$ cat src/rtl/sev_seg_pkg.sv
// rtl/sev_seg_pkg.sv - shared types, glyph constants and helpers for the seven-segment bank
package sev_seg_pkg;

    typedef enum logic [1:0] {
        IDLE,
        SHIFT,
        UPDATE
    } seg_state_t;

    localparam logic [7:0] SEG_BLANK = 8'hFF;
    localparam logic [7:0] SEG_DASH  = 8'hBF;

    // Active-low patterns, dp off; non-decimal nibbles render blank.
    function automatic logic [7:0] digit_glyph(input logic [3:0] nibble);
        logic [7:0] pat;
        case (nibble)
            4'd0:    pat = 8'hC0;
            4'd1:    pat = 8'hF9;
            4'd2:    pat = 8'hA4;
            4'd3:    pat = 8'hB0;
            4'd4:    pat = 8'h99;
            4'd5:    pat = 8'h92;
            4'd6:    pat = 8'h82;
            4'd7:    pat = 8'hF8;
            4'd8:    pat = 8'h80;
            4'd9:    pat = 8'h90;
            default: pat = SEG_BLANK;
        endcase
        return pat;
    endfunction

    function automatic longint unsigned pow10(input int n);
        longint unsigned p;
        p = 1;
        for (int i = 0; i < n; i++) begin
            p = p * 10;
        end
        return p;
    endfunction

endpackage

$ cat src/rtl/seg_glyph.sv
// rtl/seg_glyph.sv - one digit: BCD nibble, dp and leading-zero blank to an active-low pattern
module seg_glyph
    import sev_seg_pkg::*;
(
    input  logic [3:0] nibble,
    input  logic       dp,
    input  logic       lz_blank,
    output logic [7:0] pattern
);

    logic [7:0] base;

    assign base    = lz_blank ? SEG_BLANK : digit_glyph(nibble);
    // A blanked leading digit still carries its decimal point.
    assign pattern = {base[7] & ~dp, base[6:0]};

endmodule

$ cat src/rtl/sev_seg_bank.sv
// rtl/sev_seg_bank.sv - double-dabble binary-to-BCD converter driving a bank of seven-segment digits
module sev_seg_bank
    import sev_seg_pkg::*;
#(
    parameter int NUM_DIGITS = 6,
    parameter int BIN_WIDTH  = 20,
    parameter int ACTIVE_LOW = 1,
    parameter int BLANK_LZ   = 1
) (
    input  logic                    clk,
    input  logic                    rst,
    input  logic                    start,
    input  logic [BIN_WIDTH-1:0]    value,
    input  logic [NUM_DIGITS-1:0]   dp_mask,
    input  logic                    blank,
    output logic                    busy,
    output logic                    done,
    output logic                    overflow,
    output logic [8*NUM_DIGITS-1:0] segs
);

    localparam int              BCD_W   = 4 * NUM_DIGITS;
    localparam int              CNT_W   = $clog2(BIN_WIDTH + 1);
    localparam longint unsigned MAX_VAL = pow10(NUM_DIGITS) - 1;
    localparam logic [7:0]      SEG_OFF = (ACTIVE_LOW != 0) ? SEG_BLANK : ~SEG_BLANK;

    seg_state_t              state;
    logic [CNT_W-1:0]        cnt;
    logic [BCD_W-1:0]        bcd;
    logic [BCD_W-1:0]        adj;
    logic [BIN_WIDTH-1:0]    bin;
    logic [NUM_DIGITS-1:0]   dp_cap;
    logic                    ovf_cap;
    logic [NUM_DIGITS-1:0]   lz;
    logic                    seen;
    logic [8*NUM_DIGITS-1:0] glyph_pat;
    logic [8*NUM_DIGITS-1:0] next_segs;
    logic [8*NUM_DIGITS-1:0] segs_reg;
    logic [7:0]              pat;

    always_comb begin
        adj = bcd;
        for (int k = 0; k < NUM_DIGITS; k++) begin
            if (bcd[4*k +: 4] >= 4'd5) begin
                adj[4*k +: 4] = bcd[4*k +: 4] + 4'd3;
            end
        end
    end

    // A digit is a leading zero when it and every digit above it are zero; digit 0 never is.
    always_comb begin
        lz   = '0;
        seen = 1'b0;
        for (int k = NUM_DIGITS - 1; k >= 1; k--) begin
            if (bcd[4*k +: 4] != 4'd0) begin
                seen = 1'b1;
            end
            lz[k] = (BLANK_LZ != 0) && !seen;
        end
    end

    for (genvar g = 0; g < NUM_DIGITS; g++) begin : g_digit
        seg_glyph u_glyph (
            .nibble   (bcd[4*g +: 4]),
            .dp       (dp_cap[g]),
            .lz_blank (lz[g]),
            .pattern  (glyph_pat[8*g +: 8])
        );
    end

    always_comb begin
        next_segs = '0;
        pat       = SEG_BLANK;
        for (int k = 0; k < NUM_DIGITS; k++) begin
            pat = ovf_cap ? SEG_DASH : glyph_pat[8*k +: 8];
            next_segs[8*k +: 8] = (ACTIVE_LOW != 0) ? pat : ~pat;
        end
    end

    always_ff @(posedge clk or posedge rst) begin
        if (rst) begin
            state    <= IDLE;
            cnt      <= '0;
            bcd      <= '0;
            bin      <= '0;
            dp_cap   <= '0;
            ovf_cap  <= 1'b0;
            busy     <= 1'b0;
            done     <= 1'b0;
            overflow <= 1'b0;
            segs_reg <= {NUM_DIGITS{SEG_OFF}};
        end else begin
            done <= 1'b0;
            case (state)
                IDLE: begin
                    if (start) begin
                        bin     <= value;
                        dp_cap  <= dp_mask;
                        ovf_cap <= (64'(value) > MAX_VAL);
                        bcd     <= '0;
                        cnt     <= CNT_W'(BIN_WIDTH);
                        busy    <= 1'b1;
                        state   <= SHIFT;
                    end
                end
                SHIFT: begin
                    {bcd, bin} <= {adj, bin} << 1;
                    cnt        <= cnt - CNT_W'(1);
                    if (cnt == CNT_W'(1)) begin
                        state <= UPDATE;
                    end
                end
                UPDATE: begin
                    segs_reg <= next_segs;
                    overflow <= ovf_cap;
                    done     <= 1'b1;
                    busy     <= 1'b0;
                    state    <= IDLE;
                end
                default: state <= IDLE;
            endcase
        end
    end

    assign segs = blank ? {NUM_DIGITS{SEG_OFF}} : segs_reg;

endmodule

$ cat config.mk
export PLATFORM = sky130hd
export DESIGN_NAME = sev_seg_bank
export DESIGN_NICKNAME = d
export VERILOG_FILES = /design/src/rtl/sev_seg_pkg.sv /design/src/rtl/seg_glyph.sv /design/src/rtl/sev_seg_bank.sv
export SDC_FILE = /design/constraint.sdc
export NUM_CORES = 1
export LEC_CHECK = 0
export CORE_MARGIN = 8
export CORE_UTILIZATION = 56
export DETAILED_ROUTE_END_ITERATION = 8
export HOLD_SLACK_MARGIN = 0.03
export MAX_ROUTING_LAYER = met4
export PLACE_DENSITY = 0.84
export SLEW_MARGIN = 20
export SYNTH_ARGS = -nofsm -noshare
export SYNTH_HDL_FRONTEND = slang
export SYNTH_SLANG_ARGS = --single-unit
$ cat constraint.sdc
create_clock -name clk -period 4.8 [get_ports clk]
set_input_delay 1.2 -clock clk [delete_from_list [all_inputs] [get_ports clk]]
set_output_delay 1.2 -clock clk [all_outputs]
set_load 0.02 [all_outputs]
# == Word level (Yosys, flattened, before mapping) ==
# Memories as Yosys holds them, arrays and structs flattened.
# Index checks and enable logic that the tools add are counted.
# op_classes
add_sub_neg,7
n_lt_le_gt_ge,7
n_eq_ne,5
n_mux,35
bitwise_logic,12
n_reduce_logical,12
# op_table
op,count
2-to-1 mux 8 bit,11
2-to-1 mux 48 bit,1
case mux 24 bit (2 select lines),1
case mux 20 bit (2 select lines),1
greater-or-equal comparator 4 x 3 -> 1 bit (second input constant),6
2-to-1 mux 24 bit,1
adder 4 x 2 -> 4 bit (second input constant),5
> comparator 20 bit (second input constant),1
2-to-1 mux 20 bit,1
2-to-1 mux 4 bit,5
nonzero test 4 bit,5
case mux 5 bit (2 select lines),1
AND reduction 2 bit,4
2-to-1 mux 1 bit,7
inverter 1 bit,6
bitwise AND 1 bit,5
== test 5 x 1 -> 1 bit (second input constant),1
2-to-1 mux 5 bit,1
subtractor 5 x 1 -> 5 bit (second input constant),1
2-to-1 mux 2 bit,2
inequality test 2 bit (second input constant),2
case mux 2 bit (2 select lines),1
nonzero test 2 bit,2
adder 3 x 2 -> 3 bit (second input constant),1
6 further kinds,6
# word_totals
regBits,109
rom_bits,672
out_inout_bits,51
n_memories,6
# memory_table
memory,depth,width,rd,rd_ports_with_merged_regs,wr,line,source
(no name shown),16,7,1,0,0,sev_seg_pkg.sv:16,case (nibble)
(no name shown),16,7,1,0,0,sev_seg_pkg.sv:16,
(no name shown),16,7,1,0,0,sev_seg_pkg.sv:16,
(no name shown),16,7,1,0,0,sev_seg_pkg.sv:16,
(no name shown),16,7,1,0,0,sev_seg_pkg.sv:16,
(no name shown),16,7,1,0,0,sev_seg_pkg.sv:16,

# == Logic depth before layout (Yosys ltp) ==
# logic_depth
ltp_word,9
mapped_depth,6
depth_no_buf,6

# == By module ==
# A second synthesis with hierarchy kept.
# hier_totals
cells_unflattened,792
area_unflattened_um2,6877.8
# modules_own_cells
module,instances,cells_each,area_each_um2,seq_area_each_um2
sev_seg_bank,1,588,5444.0,2787.7
seg_glyph,6,34,239.0,0.0

# == Least setup slack after synthesis ==
# OpenSTA, ideal clock, no wires.
# synth_path
path_kind,input to output
startpoint,input blank
endpoint,output segs[20]
arrival_time_ps,1825
required_ps,3600
setup_slack_ps,1775
stages,3
n_path_buf,2
path_cell_list,clkbuf_1 clkbuf_1 or2_2
# synth_via
elab_chain_cells,1
# synth_lines
element,line,source
"start, declared",sev_seg_bank.sv:15,"input logic blank,"
2-to-1 mux 48 bit,sev_seg_bank.sv:125,assign segs = blank ? {NUM_DIGITS{SEG_OFF}} : segs_reg;
"end, declared",sev_seg_bank.sv:19,output logic [8*NUM_DIGITS-1:0] segs
# Every way passes these cells.

# == Final worst setup path ==
# layout_path
startpoint,input blank
endpoint,output segs[6]
# Same word-level chain as after synthesis.

==> impl_metrics.yaml <==
worst_hold_path:
  hold_path.class: "flop to flop"
  worstHoldStart: "dp_cap[1]$_DFFE_PP0P_"
  min_path_cells: 1
  hold-path-endpoint: "segs_reg[15]$_DFFE_PP1P_"
yosys:
  ys_seq_elements: 109
  synth_area_leaders: "dfrtp_1 (25%), dfstp_2 (21%), ha_1 (6.5%)"
  ys_dominant_reg_cell: "dfrtp_1"
  synth_edf_count: 0
  synth_top_cell_by_area: "dfrtp_1"
  synthAdderAreaFrac: 0.0651
  synth_top_family_by_area: "simple AND/OR/NAND/NOR gates"
  synth_top_area_frac: 0.248
  synth_simple_gate_area_frac: 0.215
  synth_xor_area_frac: 0.0114
  async_flop_share: 1.00
  synth_mux_area_frac: 0.0248
  ys_warn_count: 0
  synth_area_per_cell_um2: 9.42
  syn_nets: 715
  synth_compound_area_frac: 0.183
  synth_area_um2: 6150
  syn_inst: 653
  synth-seq-area-share: 0.453
  synthDistinctLibCells: 63
outcome:
  status: "completed"
detailed_routing:
  drtAntennaViolNets: 0
  viasPerCell: 5.72
  firstDrtPassIters: 5
  via_count: 4881
  routed_wl_um: 13800
  drtIter0Drc: 249
  drc: 0
  wire_per_inst_um: 16.2
setup_path:
  worstSetupPathType: "input port to output pin"
  rr_startpoint: "state[0]$_DFFE_PP0P_"
  rr_endpoint: "segs_reg[43]$_DFFE_PP1P_"
  cp_max_fo: 48
  reg2reg_slack_ns: 2.37
  crit_arrival_ns: 2.80
  end_kind: "output pin"
  worstPathRequired_ns: 3.60
  cp-start-kind: "input port"
  r2r_cells: 5
placed_design:
  gp_congestion: 0.873
  numPortBuffers: 80
  dp_hpwl_um: 9630
  postPlaceCellArea_um2: 6980
floorplan:
  boundaryPins: 81
  core_um2: 10800
  dieWidth_um: 121
  die_h_um: 121
  die_area_um2: 14600
  placementRows: 38
  initial_core_util: 0.570
global_route:
  grt_max_degree: 86
  antenna_found_initial: 0
  grt_use_total: 0.200
  grt_pass1_wl_um: 23400
  grt.overflow.total: 0
  grt_pass1_vias: 4923
cts:
  insertion_delay_ns: 0.38
  clock-sinks: 109
  cts_setup_buffers: 0
  numCtsBuffers: 9
  clk_pin_slew_ns: 0.09
  clock-root-buffer: "clkbuf_8"
  clk_path_buf_depth: 2
  htree_levels: 3
  cts_resized: 0
  holdBufCountCts: 0
  cts_tree: "done"
sta:
  holdWs_ns: 0.403
  clock_skew_ns: 0.00860
  setup_viol: 0
  period_needed_ns: 4.00
  relSlewSlack: 0.315
  fmax_ghz: 0.250
  rsz0062_at_grt: "no"
  worst_pin_slew_ns: 1.02
  setup_tns_ns: 0
  fin_crit_sh: 0.833
  drv_slew: 0
  hold_viol: 0
finish:
  num_antenna_cells: 0
  seq_area_um2: 2790
  multi_input_area_um2: 3080
  fill_cells: 876
  fin_util: 0.665
  final_layout_size_suffix_gt1_frac: 0.185
  final_common_cell: "nand2_1"
  final_area_um2: 7180
  largest_reg_flops: 48
  final_cell_mix: "nand2_1 (91), clkdlybuf4s50_1 (80), dfrtp_1 (61)"
  final_nets: 771
  area_delta_synth_final_pct: 16.8
pwr:
  p_per_area_nw_per_um2: 648
  irDropWorstVdd_mv: 0.245
  power.leakage_nw: 3.11
run:
  drv_cap: 0
## Yosys cell counts, types with 6 or more instances
cell      count
buf_2        17
a211oi_1      6
inv_1        24
clkbuf_1     20
mux2i_1      13
nor2_1       45
dfrtp_1      61
a22oi_1      20
or2_2        48
ha_1         32
dfstp_2      48
a21o_1        8
a21oi_1      37
nand3_1      16
nor3b_1      10
o22a_1       24
xnor2_1       6
o21ai_0      39
nor3_1        8
nand2_1      91
nand2b_1     10
## stage by stage
stage	instances	power, W	setup slack (ns)
after floorplan	653	0.00349	0.805
after global placement	838	0.00398	0.836
after detailed placement	838	0.00410	0.779
after CTS	854	0.00466	0.782
after global routing	854	0.00503	0.699
final	854	0.00465	0.802
## worst max-delay path, cell delays in order
cell,delay (ns)
clkdlybuf4s50_1,0.46
buf_4,0.32
or2_2,0.18
clkdlybuf4s50_1,0.61
## worst max path at each step
stage | startpoint | end | slack [ns]
after floorplan | rst | bcd[0]$_DFFE_PP0P_ | 0.81
after global placement | blank | segs[14] | 0.84
after detailed placement | blank | segs[6] | 0.78
after CTS | blank | segs[6] | 0.78
after global routing | blank | segs[6] | 0.70
final | blank | segs[6] | 0.80
## cell type report
class,count,area share
Clock inverter,4,0.00662
Clock buffer,12,0.0202
Timing Repair Buffer,86,0.118
Sequential cell,109,0.388
Inverter,26,0.0143
Multi-Input combinational cell,477,0.429
Tap cell,140,0.0244
## report_power, final
group | total, W | switching, W | internal (W)
sequential | 0.00186 | 0.000444 | 0.00142
clock | 0.000556 | 0.000302 | 0.000255
combinational | 0.00223 | 0.00118 | 0.00105
total | 0.00465 | 0.00192 | 0.00273
## cells by family after synthesis
logic type / after synthesis
buffers and inverters: 67
xor gates and xnor gates: 8
and+or+nand+nor: 256
adders and majority gates: 32
AOI/OAI and AO/OA: 166
DFF: 109
muxes: 15
## routing by layer
metal | global-route usage | wire length (µm) | vias up
met2 | 0.336 | 6800 | 128
met5 | - | 0 | -
met3 | 0.0382 | 605 | 22
li1 | - | - | 2374
met4 | 0.0695 | 225 | 0
met1 | 0.237 | 6190 | 2357
Note: power is estimated with default switching activity, not from simulation.
